### config.mk
export PLATFORM = sky130hd
export DESIGN_NAME = nway_gate_pipe
export DESIGN_NICKNAME = d
export VERILOG_FILES = /design/src/rtl/gate_pkg.sv /design/src/rtl/gate_stage.sv /design/src/rtl/nway_gate_pipe.sv
export SDC_FILE = /design/constraint.sdc
export NUM_CORES = 1
export LEC_CHECK = 0
export BUFFER_PORTS_ARGS = -buffer_cell sky130_fd_sc_hd__buf_4
export CORE_AREA = 2 2 39 41
export DETAILED_ROUTE_END_ITERATION = 10
export DIE_AREA = 0 0 41 43
export GPL_ROUTABILITY_DRIVEN = 1
export MAX_ROUTING_LAYER = met4
export PLACE_DENSITY = 0.5
export SETUP_SLACK_MARGIN = 0.4
export SLEW_MARGIN = 20
export SYNTH_ARGS = -nofsm -noshare
export SYNTH_HDL_FRONTEND = slang
export SYNTH_SLANG_ARGS = --single-unit
### constraint.sdc
create_clock -name CLK -period 2.66 [get_ports CLK]
set_input_delay 0.399 -clock CLK [delete_from_list [all_inputs] [get_ports CLK]]
set_output_delay 0.399 -clock CLK [all_outputs]
set_load 0.005 [all_outputs]
### src/rtl/gate_pkg.sv
// Shared definitions for the N-way gate pipeline: operation encodings,
// operation classification helpers and the tree-depth function.
package gate_pkg;

    localparam logic [2:0] OP_AND  = 3'b000;
    localparam logic [2:0] OP_OR   = 3'b001;
    localparam logic [2:0] OP_XOR  = 3'b010;
    localparam logic [2:0] OP_NAND = 3'b011;
    localparam logic [2:0] OP_NOR  = 3'b100;
    localparam logic [2:0] OP_XNOR = 3'b101;

    // 110 and 111 carry no operation; they travel through the tree as errors.
    function automatic logic op_illegal(input logic [2:0] op);
        return (op == 3'b110) || (op == 3'b111);
    endfunction

    // AND and NAND share an all-ones identity; every other family pads with zero.
    function automatic logic op_and_family(input logic [2:0] op);
        return (op == OP_AND) || (op == OP_NAND);
    endfunction

    // Operations whose result is the inverse of the full reduction.
    function automatic logic op_inverted(input logic [2:0] op);
        return (op == OP_NAND) || (op == OP_NOR) || (op == OP_XNOR);
    endfunction

    // Ceiling log2, used as the number of tree levels.
    function automatic int clog2(input int n);
        int r;
        r = 0;
        for (int v = n - 1; v > 0; v = v >> 1) begin
            r = r + 1;
        end
        return r;
    endfunction

endpackage

### src/rtl/gate_stage.sv
// One level of the reduction tree: combines adjacent operand pairs and
// registers the result together with the transaction's valid bit and OP.
// The last level also applies the final inversion for NAND/NOR/XNOR.
module gate_stage
    import gate_pkg::*;
#(
    parameter int WIDTH = 1,
    parameter int N_OUT = 1,
    parameter bit LAST  = 1'b0
) (
    input  logic                     clk,
    input  logic                     rst_n,
    input  logic                     adv,
    input  logic                     in_valid,
    input  logic [2:0]               in_op,
    input  logic [2*N_OUT*WIDTH-1:0] in_data,
    output logic                     out_valid,
    output logic [2:0]               out_op,
    output logic [N_OUT*WIDTH-1:0]   out_data
);

    logic [N_OUT*WIDTH-1:0] data_next;

    generate
        for (genvar gi = 0; gi < N_OUT; gi++) begin : g_pair
            logic [WIDTH-1:0] lhs;
            logic [WIDTH-1:0] rhs;
            logic [WIDTH-1:0] res;

            assign lhs = in_data[(2*gi)*WIDTH +: WIDTH];
            assign rhs = in_data[(2*gi+1)*WIDTH +: WIDTH];

            // Pairwise combine; illegal OPs collapse to zero so ERR results read 0.
            always_comb begin
                case (in_op)
                    OP_AND, OP_NAND: res = lhs & rhs;
                    OP_OR,  OP_NOR:  res = lhs | rhs;
                    OP_XOR, OP_XNOR: res = lhs ^ rhs;
                    default:         res = '0;
                endcase
                if (LAST && op_inverted(in_op)) begin
                    res = ~res;
                end
            end

            assign data_next[gi*WIDTH +: WIDTH] = res;
        end
    endgenerate

    // Level register; bubbles are stored as zero data/OP so nothing stale leaks out.
    always_ff @(posedge clk or negedge rst_n) begin
        if (!rst_n) begin
            out_valid <= 1'b0;
            out_op    <= '0;
            out_data  <= '0;
        end else if (adv) begin
            out_valid <= in_valid;
            out_op    <= in_valid ? in_op : 3'b000;
            out_data  <= in_valid ? data_next : '0;
        end
    end

endmodule

### src/rtl/nway_gate_pipe.sv
// Pipelined N-way bitwise gate: a balanced binary reduction tree with one
// register per level, a global stall (whole pipe freezes on backpressure)
// and an ERR flag for transactions carrying an illegal OP.
module nway_gate_pipe
    import gate_pkg::*;
#(
    parameter int WIDTH  = 1,
    parameter int NUM_IN = 2
) (
    input  logic                    CLK,
    input  logic                    RSTn,
    input  logic                    IN_VALID,
    output logic                    IN_READY,
    input  logic [NUM_IN*WIDTH-1:0] IN_DATA,
    input  logic [2:0]              OP,
    output logic                    OUT_VALID,
    input  logic                    OUT_READY,
    output logic [WIDTH-1:0]        OUT0,
    output logic                    ERR
);

    localparam int LAT    = clog2(NUM_IN);
    localparam int LEAVES = 1 << LAT;
    // All tree levels packed back to back: LEAVES + LEAVES/2 + ... + 1 nodes.
    localparam int BUS_W  = (2*LEAVES - 1) * WIDTH;

    logic [BUS_W-1:0]     data_bus;
    logic [LAT:0]         valid_bus;
    logic [LAT:0][2:0]    op_bus;
    logic [WIDTH-1:0]     pad_leaf;
    logic                 adv;

    // The pipe moves whenever the output slot is empty or being drained.
    assign adv       = !OUT_VALID | OUT_READY;
    assign IN_READY  = adv;

    assign valid_bus[0] = IN_VALID;
    assign op_bus[0]    = OP;
    assign pad_leaf     = op_and_family(OP) ? {WIDTH{1'b1}} : {WIDTH{1'b0}};

    generate
        // Leaves: real operands first, identity padding for the unused ones.
        for (genvar gi = 0; gi < LEAVES; gi++) begin : g_leaf
            if (gi < NUM_IN) begin : g_real
                assign data_bus[gi*WIDTH +: WIDTH] = IN_DATA[gi*WIDTH +: WIDTH];
            end else begin : g_pad
                assign data_bus[gi*WIDTH +: WIDTH] = pad_leaf;
            end
        end

        // One registered tree level per iteration.
        for (genvar gi = 0; gi < LAT; gi++) begin : g_level
            localparam int N_IN_NODES  = LEAVES >> gi;
            localparam int N_OUT_NODES = LEAVES >> (gi + 1);
            localparam int OFF_IN      = (2*LEAVES - ((2*LEAVES) >> gi)) * WIDTH;
            localparam int OFF_OUT     = (2*LEAVES - ((2*LEAVES) >> (gi + 1))) * WIDTH;

            gate_stage #(
                .WIDTH (WIDTH),
                .N_OUT (N_OUT_NODES),
                .LAST  (gi == LAT - 1)
            ) u_stage (
                .clk       (CLK),
                .rst_n     (RSTn),
                .adv       (adv),
                .in_valid  (valid_bus[gi]),
                .in_op     (op_bus[gi]),
                .in_data   (data_bus[OFF_IN +: N_IN_NODES*WIDTH]),
                .out_valid (valid_bus[gi+1]),
                .out_op    (op_bus[gi+1]),
                .out_data  (data_bus[OFF_OUT +: N_OUT_NODES*WIDTH])
            );
        end
    endgenerate

    assign OUT_VALID = valid_bus[LAT];
    assign OUT0      = data_bus[BUS_W-WIDTH +: WIDTH];
    assign ERR       = valid_bus[LAT] & op_illegal(op_bus[LAT]);

endmodule
-- After elaboration in Yosys (flattened, before gate mapping)
Cells that the tools add are included.
- register bits: 5
- output and inout port bits: 4
- word-level logic and storage cells: 28
- equality and inequality tests: 7
- muxes and demuxes: 4
- bitwise logic cells: 6
- reductions and logical operators: 8
- operators with widths (kind ; count):
    $eq 3x3->1 const B ; 4
    $eq 3x2->1 const B ; 2
    $reduce_or 2->1 ; 3
    $eq 3x1->1 const B ; 1
    $logic_not 3->1 ; 1
    $logic_or 1x1->1 ; 3
    $mux 3 ; 1
    $pmux 1 s3 ; 1
    $and 1x1->1 ; 2
    $mux 1 ; 2
    $or 1x1->1 ; 2
    $logic_not 1->1 ; 1
    $not 1->1 ; 1
    $xor 1x1->1 ; 1

-- Depth between registers and ports, before layout
Gate-level depths: netlist of the first run.
- depth in word-level cells: 6
- gate-level depth with buffers: 6
- depth with buffers taken out: 6

-- Hierarchy
A second synthesis of the first run with hierarchy kept.
- cell total of the unflattened synthesis: 35
- area total of the unflattened synthesis: 299.0 µm²
- modules (own cells, without submodules) (module ; instances ; cells an instance ; area an instance (µm²) ; sequential area each (µm²)):
    gate_stage ; 1 ; 33 ; 286.5 ; 125.1
    nway_gate_pipe ; 1 ; 2 ; 12.5 ; 0.0

-- Worst setup path before layout of the first run
OpenSTA, ideal clock, no wires.
- path kind: in2reg
- start point: in IN_DATA[0]
- end point: reg g_level[0].u_stage.out_data
- setup time: 130 ps
- data arrival time: 1113 ps
- path slack: 1416 ps
- cell stages on the path: 5
- buffers on the path: 0
- cells stage by stage: ha_1 nor2b_1 a211o_1 o211ai_2 a31oi_1
- longest elaborated chain between the ends: 5
- ends and longest elaborated chain (element ; RTL line ; source):
    start, declared ; nway_gate_pipe.sv:14 ; input logic [NUM_IN*WIDTH-1:0] IN_DATA,
    $xor 1x1->1, or another cell as far along ; gate_stage.sv:38 ; OP_XOR, OP_XNOR: res = lhs ^ rhs;
    $pmux 1 s3 * ; gate_stage.sv:35 ; case (in_op)
    $not 1->1 ; gate_stage.sv:42 ; res = ~res;
    $mux 1 * ; gate_stage.sv:41 ; if (LAST && op_inverted(in_op)) begin
    $mux 1 * ; gate_stage.sv:59 ; out_data <= in_valid ? data_next : '0;
    end signal, assigned ; gate_stage.sv:59 ;
    end, declared ; gate_stage.sv:19 ; output logic [N_OUT*WIDTH-1:0] out_data
Mark *: on every way between the ends. The rest lies on a longest branch, timed or not.
A chain may end at the register's enable or synchronous reset.

-- Final worst setup path of the first run
- start point: reg g_level[0].u_stage.out_valid
- end point: out IN_READY
- longest elaborated chain between the ends: 2
- ends and longest elaborated chain (element ; RTL line ; source):
    start, declared ; gate_stage.sv:17 ; output logic out_valid,
    start signal, assigned ; gate_stage.sv:57 ; out_valid <= in_valid;
    $logic_not 1->1 ; nway_gate_pipe.sv:34 ; assign adv = !OUT_VALID | OUT_READY;
    $or 1x1->1 ; nway_gate_pipe.sv:34 ;
    end, declared ; nway_gate_pipe.sv:13 ; output logic IN_READY,
No other way between the ends.

==> results.md, run 1 <==
* Critical path class: reg -> out
* Number of port buffers at 12
* First-pass GRT wire length at 869 um
* Die area at 1760 sq um
* Worst IR drop on VDD at 0.0951 mV
* Iter 0 DRT Violations at 2
* Ys Warns at 0
* Tot GR Track Use at under 10%
* DRC viols at 0
* Pre-antenna DRT Iters at 2
* Post-synthesis cell count at 29
* Worst Clk Skew at 0.00216 ns
* Placed cell area at about 370 sq um
* Crit path cell chain: and2b_2, inv_2, buf_4
* Worst R2R Path Depth at 5
* Detailed-route wire length per cell at between 8 and 9 um
* Die H at between 40 and 50 um
* Max-slew violations at 0
* Fin Hold WS at 0.399 ns
* Post-layout nets at 58
* CP max FO at 6
* Register area share after synthesis at approximately two fifths
* PD cells at around 450 nW/um^2
* CTS clk-pin slew, worst paths at around 0.040 ns
* Netlist cell types at 16
* Antenna viol nets, final at 0
* P_sw at roughly 0.042 mW
* Met1 Usage GRT at 8.36%
* Final instance area at ~400 sq um
* CTS tree: yes
* Share of cells above drive strength 1 at a little over two fifths
* Worst path max stage delay at roughly 0.4 ns
* WP buf/inv at 2
* Endpoints failing hold at 0
* Cell Area, Synth at 258 sq um
* Sink Count at 4
* Clock Tree Buf Depth at 2
* GRT busiest layer: met2
* Vias per cell at about 4.0
* Root buf cell: clkbuf_4
* Total gr overflow at 0
* Core area at 1380 sq um
* Initial antenna violation count at 0
* Worst EP required at ~2.3 ns
* Max-cap check violation count at 0
* Worst hold start: IN_VALID
* Reg-to-reg slack, setup at approximately 1.6 ns
* Most frequent cells in the layout: 12 x buf_4, 5 x inv_1, 5 x nand2_1
* Critical Path End Type: output port
* Detailed placement HPWL at between 400 and 500 um
* Final setup vio count at 0
* Rows at 14
* Area grow syn2layout at 55.3%
* Die extent in x at a little over 40 um
* Slew @ Worst Pin at 0.170 ns
* Number of global-route vias before repair at 242
* # diodes at 0
* Final WL at about 540 um
* Post-CTS setup buffers at 0
* Setup TNS at 0 ns
* Final Wtd Congestion at roughly 0.62
* Post-CTS sizing at 0
* Largest net degree at the start of global routing at 7
* Startpoint types: flip-flop
* Max_slew headroom at 88.3%
* Fin crit period at 1.46 ns
* Hold depth at 2
* R2R Path End: g_level[0].u_stage.out_data$_DFFE_PN0P_
* Pleak at 0.219 nW
* Worst Hold Path EP: g_level[0].u_stage.out_valid$_DFFE_PN0P_
* Largest delay share family, worst path: flip-flops
* GR Layer Usage met2 at about 10%
* R2R Path Start: g_level[0].u_stage.out_valid$_DFFE_PN0P_
* Status: completed
* P_int at 0.140 mW
* # IOs at 13
* CP arrival at approximately 1.1 ns
* Avg Cell Area, Syn at between 8 and 9 sq um
* Post-route clock period utilization at a little over half
* Num CTS Buffers at 3
* Flop pwr share at between 30% and 40%
* Skew-Pair Late Insertion Delay at about 0.23 ns
* Seq cells post-synth at 4
* RSZ-0062 raised after global routing: false
* HP Class: in -> reg
* Mapped Nets at 40
* Total vias in the final route at roughly 250
* Initial Util at roughly a fifth
* Critical path's slowest cell: dfrtp_1
* Most common cell after layout, fill and taps aside: buf_4
* Met3 Resource Use GR at 3.66%
* Logic pwr share at a little over a fifth
* Clk pwr share at approximately two fifths
* FMAX at between 600 and 700 MHz
* Switching Share at approximately 23%
* Clock H-tree levels at 1
synthesized netlist by cell type:
library cell | instances | area share [%]
inv_1 | 5 | 7.3
nand2_1 | 5 | 7.3
dfrtp_1 | 4 | 39
ha_1 | 2 | 9.7
nand3_1 | 2 | 3.9
a211o_1 | 1 | 3.4
a31oi_1 | 1 | 2.4
and2b_2 | 1 | 3.4
and3_1 | 1 | 2.4
inv_2 | 1 | 1.5
mux2i_1 | 1 | 3.9
nand2b_2 | 1 | 3.4
nor2b_1 | 1 | 2.4
o2111ai_1 | 1 | 3.4
o211ai_2 | 1 | 4.9
o21ai_0 | 1 | 1.9
cell families after synthesis:
kind of cell	synth area share (%)
buffers and inverters	8.74
flip-flops	38.8
AO/OA/AOI/OAI	16.0
AND/OR/NAND/NOR	22.8
adder cells (fa/ha/maj)	9.71
multiplexers	3.88
timing repair:
item | 4_1_cts | 5_1_grt
hold buffers | 1 | 0
endpoints found under the setup margin | 0 | 0
endpoints found under the hold margin | 4 | 0
through the flow:
stage	power, mW	utilization (%)	cells	setup WS [ns]
final	0.182	28.9	61	1.20
after global routing	0.197	28.9	61	1.15
after CTS	0.187	28.9	61	1.18
after detailed placement	0.110	26.6	57	1.26
after global placement	0.109	26.6	57	1.27
after floorplan	0.0873	-	29	1.42
metal layers:
metal	wire (um)	up-vias
li1	-	129
met3	80	2
met5	0	-
met4	8	0
met1	237	101
met2	216	15
area by class of cell:
cell class	instances	area, sq um
Clock buffer	3	22.5
Fill cell	166	983
Inverter	6	22.5
Multi-Input combinational cell	19	135
Sequential cell	4	100
Tap cell	16	20.0
Timing Repair Buffer	13	100
power by group through the flow:
stage | combinational, mW | clock, mW | sequential (mW)
finish | 0.0400 | 0.0727 | 0.0692
global route | 0.0456 | 0.0816 | 0.0700
CTS | 0.0409 | 0.0771 | 0.0692
detailed placement | 0.0396 | 0 | 0.0700
global placement | 0.0395 | 0 | 0.0699
floorplan | 0.0175 | 0 | 0.0698
sequential cells by signal, indices dropped and copies added (netlist names):
signal / flops
g_level.u_stage.out_op: 2
g_level.u_stage.out_data: 1
g_level.u_stage.out_valid: 1
worst max path at each step:
stage | slack, ns | depth (start not counted) | to | start
3_5_place_dp | 1.26 | 6 | g_level[0].u_stage.out_data$_DFFE_PN0P_ | IN_DATA[0]
3_3_place_gp | 1.27 | 6 | g_level[0].u_stage.out_data$_DFFE_PN0P_ | IN_DATA[0]
4_1_cts | 1.18 | 3 | IN_READY | g_level[0].u_stage.out_valid$_DFFE_PN0P_
6_report | 1.20 | 3 | IN_READY | g_level[0].u_stage.out_valid$_DFFE_PN0P_
2_1_floorplan | 1.42 | 5 | g_level[0].u_stage.out_data$_DFFE_PN0P_ | IN_DATA[0]
5_1_grt | 1.15 | 3 | IN_READY | g_level[0].u_stage.out_valid$_DFFE_PN0P_
worst register-to-register path: stages, from the launching register on:
cell and delay, ns:
dfrtp_1 0.39, and2b_2 0.22, inv_2 0.10, nand2b_2 0.07, o21ai_0 0.08, a31oi_1 0.06
Power figures use the tool's default switching activity.
==> run 2, diff against run 1 <==
ABC_AREA = 1   (was unset)
PLACE_DENSITY = 0.52   (was 0.5)
clock period = 1.3 ns   (was 2.66 ns; I/O delays follow)
==> results.md, run 2 <==
* # diodes at 0 (unchanged)
* Vias per cell at 3.95 (-2.5%)
* Most common cell in the netlist: nand2_1
* Synth async-reset ratio at 100% (unchanged)
* Final WL at 584 um (+7.7%)
* RSZ-0062 raised after global routing: true
* Post-layout nets at 71 (+22%)
* HP Class: in -> reg
* Antenna viol nets, final at 0 (unchanged)
* Most frequent cells in the layout: 11 x nand2_1, 11 x buf_4, 6 x inv_1
* Critical Path End Type: output port
* Clk pwr share at 35.6% (-4.3 points)
* Skew-Pair Late Insertion Delay at 0.23 ns (about the same)
* Tot GR Track Use at 8.65% (+0.93 points)
* Num CTS Buffers at 3 (unchanged)
* Initial antenna violation count at 0 (unchanged)
* Max-cap check violation count at 0 (unchanged)
* Die H at 43 um (unchanged)
* Final core area utilization at 35.4% (+6.5 points)
* Die area at 1760 sq um (unchanged)
* Share of cells above drive strength 1 at 51.7% (+9.5 points)
* Number of port buffers at 12 (unchanged)
* Detailed-route wire length per cell at 7.89 um (-11%)
* Endpoints failing hold at 0 (unchanged)
* Leading registers by flop count: g_level.u_stage.out_op x2, g_level.u_stage.out_data x1, g_level.u_stage.out_valid x1
* P_sw at 0.112 mW (+170%)
* Post-synthesis cell count at 39 (+34%)
* Largest reg by FF count: g_level.u_stage.out_op
* Sink Count at 4 (unchanged)
* Total vias in the final route at 292 (+18%)
* Cell Area, Synth at 269 sq um (+4.4%)
* Final Wtd Congestion at 0.676 (+9.0%)
* Rows at 14 (unchanged)
* Worst path max stage delay at 0.36 ns (-0.03 ns)
* Switching Share at 26.5% (+3.3 points)
* Most used cell, CP: inv_2
* Register area share after synthesis at 37.2% (-1.6 points)
* Max_slew headroom at 89.6% (+1.3 points)
* Worst IR drop on VDD at 0.221 mV (+130%)
* Root buf cell: clkbuf_4
* CP max FO at 2 (-4)
* Total gr overflow at 0 (unchanged)
* Initial Util at 19.4% (+0.81 points)
* Detailed placement HPWL at 468 um (+0.47%)
* Largest net degree at the start of global routing at 6 (-1)
* Most instantiated cells after synthesis: 13 x nand2_1, 10 x inv_1, 4 x dfrtp_1
* Max reg flops at 2 (unchanged)
* Die extent in x at 41 um (unchanged)
* Iter 0 DRT Violations at 1 (-1)
* Pleak at 0.265 nW (+21%)
* Status: completed
* Top post-synthesis cells by area: dfrtp_1 37%, nand2_1 18%, inv_1 14%
* Clock H-tree levels at 1 (unchanged)
* Max-slew violations at 0 (unchanged)
* PD cells at 863 nW/um^2 (+90%)
* Crit path cell chain: inv_2, nor2_4, inv_2, buf_6
* Logic pwr share at 30.7% (+8.7 points)
* Netlist cell types at 11 (-5)
* Flop pwr share at 33.7% (-4.3 points)
* Fin Hold WS at 0.191 ns (-0.208 ns)
* Final setup vio count at 0 (unchanged)
* CP arrival at 0.91 ns (-0.15 ns)
* P_int at 0.311 mW (+120%)
* WP buf/inv at 3 (+1)
* EDFF count, synth at 0 (unchanged)
* Critical path class: reg -> out
* CTS clk-pin slew, worst paths at 0.04 ns (about the same)
* Ys Warns at 0 (unchanged)
* CTS tree: yes
* Worst EP required at 1.11 ns (-1.15 ns)
* Final instance area at 490 sq um (+22%)
* DRC viols at 0 (unchanged)
* Pre-antenna DRT Iters at 2 (unchanged)
* Ys flop type: dfrtp_1
* FMAX at a little over 900 MHz
* Area grow syn2layout at 82.3%
* Largest delay share family, worst path: flip-flops
* # IOs at 13 (unchanged)
* Post-route clock period utilization at 84.8%
* Critical path's slowest cell: dfrtp_1
* Core area at 1380 sq um (unchanged)
* Cell taking the most area after synthesis: dfrtp_1
* Slew @ Worst Pin at 0.155 ns (-0.0157 ns)
* Synth top area share at 37.2% (-1.6 points)
* Mapped Nets at 50 (+25%)
* First-pass GRT wire length at 924 um (+6.3%)
* Fin crit period at 1.10 ns
* Number of global-route vias before repair at 261 (+7.9%)
* Avg Cell Area, Syn at 6.90 sq um (-22%)
* Setup TNS at 0 ns (unchanged)
* Seq cells post-synth at 4 (unchanged)
* Clock Tree Buf Depth at 2 (unchanged)
* Worst Clk Skew at 0.00129 ns (-0.000870 ns)
* Startpoint types: flip-flop
* Placed cell area at 399 sq um (+8.5%)
## run 2: repair_timing
| item | CTS | global route |
|---|---|---|
| buffers inserted | 2 | 1 |
| pin swaps | 1 | 2 |
| setup endpoints to repair | 7 | 8 |
| hold endpoints to repair | 4 | 0 |
| hold buffers | 1 | 0 |
| gates resized for setup | 6 | 5 |
## run 2: worst min-delay path, delay by kind of cell
kind / cells / cell delay, ns
and+or+nand+nor: 2 / 0.10
buffers and inverters: 1 / 0.09
## run 2: per-layer routing
metal | GRT usage, % | up-vias | share of wire (%)
met3 | 3.14 | 2 | 11
met1 | 8.06 | 125 | 37
li1 | - | 153 | -
met2 | 11.9 | 12 | 49
met4 | 10.0 | 0 | 2.2
met5 | - | - | 0
## run 2: area by class of cell
class	count	area, sq um
Sequential cell	4	100
Inverter	12	52.6
Fill cell	155	893
Timing Repair Buffer	16	138
Tap cell	16	20.0
Multi-Input combinational cell	23	158
Clock buffer	3	22.5
## run 2: final timing paths
path                       depth (start not counted)  slack [ns]                                       end                                startpoint
max                                                4        0.20                                  IN_READY  g_level[0].u_stage.out_valid$_DFFE_PN0P_
max reg2reg                                        8        0.29   g_level[0].u_stage.out_data$_DFFE_PN0P_  g_level[0].u_stage.out_valid$_DFFE_PN0P_
min in group asynchronous                          2        0.30  g_level[0].u_stage.out_valid$_DFFE_PN0P_                                      RSTn
min reg2reg                                        2        0.50   g_level[0].u_stage.out_data$_DFFE_PN0P_   g_level[0].u_stage.out_data$_DFFE_PN0P_
min                                                3        0.19  g_level[0].u_stage.out_valid$_DFFE_PN0P_                                  IN_VALID
max in group asynchronous                          2        0.90  g_level[0].u_stage.out_op[2]$_DFFE_PN0P_                                      RSTn
## run 2: stage by stage
stage                     total power [mW]  instances  worst slack (ns)
after floorplan                      0.193         39             0.403
after global placement               0.242         67             0.238
after detailed placement             0.243         67             0.228
after CTS                            0.420         73             0.221
after global routing                 0.463         74             0.154
final                                0.423         74             0.197
## run 2: logic make-up (layout without fill, tap and decap cells)
logic type	after synthesis	count (layout)	synth area share, %
buf+inv	12	31	16.7
compound gates	3	3	7.44
fa+ha+maj	2	2	9.30
simple gates	18	18	29.3
flops	4	4	37.2
## run 2: power by group through the flow
stage	logic (mW)	registers [mW]	clock network, mW
6_report	0.130	0.143	0.151
3_3_place_gp	0.0996	0.142	0
3_5_place_dp	0.101	0.142	0
2_1_floorplan	0.0494	0.143	0
4_1_cts	0.120	0.142	0.158
5_1_grt	0.145	0.143	0.174
==> run 3, diff against run 2 <==
PLACE_DENSITY = 0.5   (was 0.52)
clock period = 1.14 ns   (was 1.3 ns; I/O delays follow)
==> results.md, run 3 (synthesis results as in run 2) <==
* Status: completed
* Die area at 1760 sq um (unchanged)
* Tot GR Track Use at 8.96% (+0.31 points)
* Post-route insts no fill at 72 (-2.7%)
* Most frequent cells in the layout: 12 x nand2_1, 11 x buf_4, 6 x inv_1
* Core area at 1380 sq um (unchanged)
* Final setup vio count at 0 (unchanged)
* CTS tree: yes
* Slew @ Worst Pin at 0.143 ns (-0.0119 ns)
* Pre-antenna DRT Iters at 5 (+3)
* Post-route clock period utilization at between 90% and 100%
* Num CTS Buffers at 3 (unchanged)
* Detailed placement HPWL at 475 um (+1.5%)
* Most common cell after layout, fill and taps aside: nand2_1
* Largest net degree at the start of global routing at 6 (unchanged)
* Worst Hold Path EP: g_level[0].u_stage.out_valid$_DFFE_PN0P_
* Skew-Pair Late Insertion Delay at 0.23 ns (about the same)
* Die H at 43 um (unchanged)
* Area grow syn2layout at 74.9%
* RSZ-0062 raised after global routing: true
* Die extent in x at 41 um (unchanged)
* Critical path's slowest cell: dfrtp_1
* PD cells at 991 nW/um^2 (+15%)
* Most used cell, CP: inv_2
* Leading registers by flop count: g_level.u_stage.out_op x2, g_level.u_stage.out_data x1, g_level.u_stage.out_valid x1
* Total vias in the final route at 292 (unchanged)
* Share of cells above drive strength 1 at 48.2% (-3.5 points)
* Vias per cell at 4.06 (+2.8%)
* Worst path max stage delay at 0.34 ns (-0.02 ns)
* Number of port buffers at 12 (unchanged)
* Placed Instances at 67 (unchanged)
* Final core area utilization at 34.0% (-1.4 points)
* Pleak at 0.253 nW (-4.5%)
* Max-slew violations at 0 (unchanged)
* Clock Tree Buf Depth at 2 (unchanged)
* Fin crit period at 1.06 ns
* Antenna viol nets, final at 0 (unchanged)
* R2R Path Start: g_level[0].u_stage.out_valid$_DFFE_PN0P_
* DRC viols at 0 (unchanged)
* FMAX at approximately 940 MHz
* Total gr overflow at 0 (unchanged)
* Rows at 14 (unchanged)
* Filler cells at 150 (-3.2%)
* Clock H-tree levels at 1 (unchanged)
* Sink Count at 4 (unchanged)
* Worst Clk Skew at 0.00319 ns (+0.00190 ns)
* WP buf/inv at 3 (unchanged)
* Number of global-route vias before repair at 280 (+7.3%)
* Reg-to-reg slack, setup at 0.19 ns (-0.10 ns)
* Final Wtd Congestion at 0.677 (+0.22%)
* Max_slew headroom at 90.4% (+0.80 points)
* Setup TNS at 0 ns (unchanged)
* Fin Hold WS at 0.168 ns (-0.0223 ns)
* Root buf cell: clkbuf_4
* Final Power at 0.466 mW (+10%)
* CTS clk-pin slew, worst paths at 0.04 ns (about the same)
* # IOs at 13 (unchanged)
* Largest delay share family, worst path: flip-flops
* Post-layout nets at 69 (-2.8%)
* CP arrival at 0.89 ns (-0.02 ns)
* HP Class: in -> reg
* Worst IR drop on VDD at 0.292 mV (+32%)
* Initial Util at 19.4% (unchanged)
* Startpoint types: flip-flop
* Max-cap check violation count at 0 (unchanged)
* Hold depth at 3 (unchanged)
* # diodes at 0 (unchanged)
* First-pass GRT wire length at 966 um (+4.5%)
* Detailed-route wire length per cell at 7.89 um (about the same)
* Worst EP required at 0.97 ns (-0.14 ns)
* Crit path cell chain: inv_2, nor2_4, inv_2, buf_4
* CP max FO at 2 (unchanged)
* R2R Path End: g_level[0].u_stage.out_data$_DFFE_PN0P_
* Initial antenna violation count at 0 (unchanged)
* Critical Path End Type: output port
* Max reg flops at 2 (unchanged)
* Critical path class: reg -> out
* Largest reg by FF count: g_level.u_stage.out_op
* Final WL at 568 um (-2.7%)
* Iter 0 DRT Violations at 3 (+2)
* Worst hold start: IN_VALID
* Endpoints failing hold at 0 (unchanged)
* Worst R2R Path Depth at 8 (unchanged)
-- run 3: worst min-delay path, stage by stage --
cell,delay [ns]
buf_4,0.09
nand2_4,0.05
nand2_1,0.05
-- run 3: power by group --
part / internal, mW / leakage, nW / switching (mW) / total (mW)
Sequential: 0.156 / 0.0506 / 0.00586 / 0.162
Clock: 0.117 / 0.0138 / 0.0506 / 0.168
Combinational: 0.0707 / 0.189 / 0.0656 / 0.136
Total: 0.344 / 0.253 / 0.122 / 0.466
-- run 3: area by class of cell --
type | instances | area, sq um | area share [%]
sequential | 4 | 100 | 21.3
timing repair buffer | 14 | 115 | 24.5
inverter | 12 | 57.6 | 12.2
multi-input combinational | 23 | 155 | 33.0
clock buffer | 3 | 22.5 | 4.79
tap | 16 | 20.0 | 4.26
-- run 3: worst max path at each step --
| stage | startpoint | endpoint | cells past startpoint |
|---|---|---|---|
| after CTS | g_level[0].u_stage.out_valid$_DFFE_PN0P_ | IN_READY | 4 |
| after detailed placement | IN_DATA[0] | g_level[0].u_stage.out_data$_DFFE_PN0P_ | 10 |
| after floorplan | IN_DATA[0] | g_level[0].u_stage.out_data$_DFFE_PN0P_ | 9 |
| after global routing | g_level[0].u_stage.out_op[2]$_DFFE_PN0P_ | ERR | 3 |
| final | g_level[0].u_stage.out_valid$_DFFE_PN0P_ | IN_READY | 4 |
| after global placement | IN_DATA[0] | g_level[0].u_stage.out_data$_DFFE_PN0P_ | 10 |
-- run 3: through the flow --
| step | setup slack [ns] | instance area, sq um |
|---|---|---|
| after floorplan | 0.269 | 302 |
| after global placement | 0.0894 | 412 |
| after detailed placement | 0.0771 | 412 |
| after CTS | 0.0748 | 467 |
| after global routing | 0.0267 | 470 |
| final | 0.0817 | 470 |
-- run 3: routing by layer --
metal  wire length (um)  track usage [%]  vias to the layer above  share of wire, %
li1                   -                -                      151                 -
met1                215             7.74                      123                38
met2                265             13.1                       16                47
met3                 73             3.14                        2                13
met4                 13             10.0                        0               2.3
met5                  0                -                        -                 0
-- run 3: what timing repair did --
action,4_1_cts,5_1_grt
gates resized for setup,3,2
buffers inserted,1,0
hold buffers,1,0
endpoints found under the hold margin,4,0
setup endpoints to repair,8,8
pin swaps,0,2
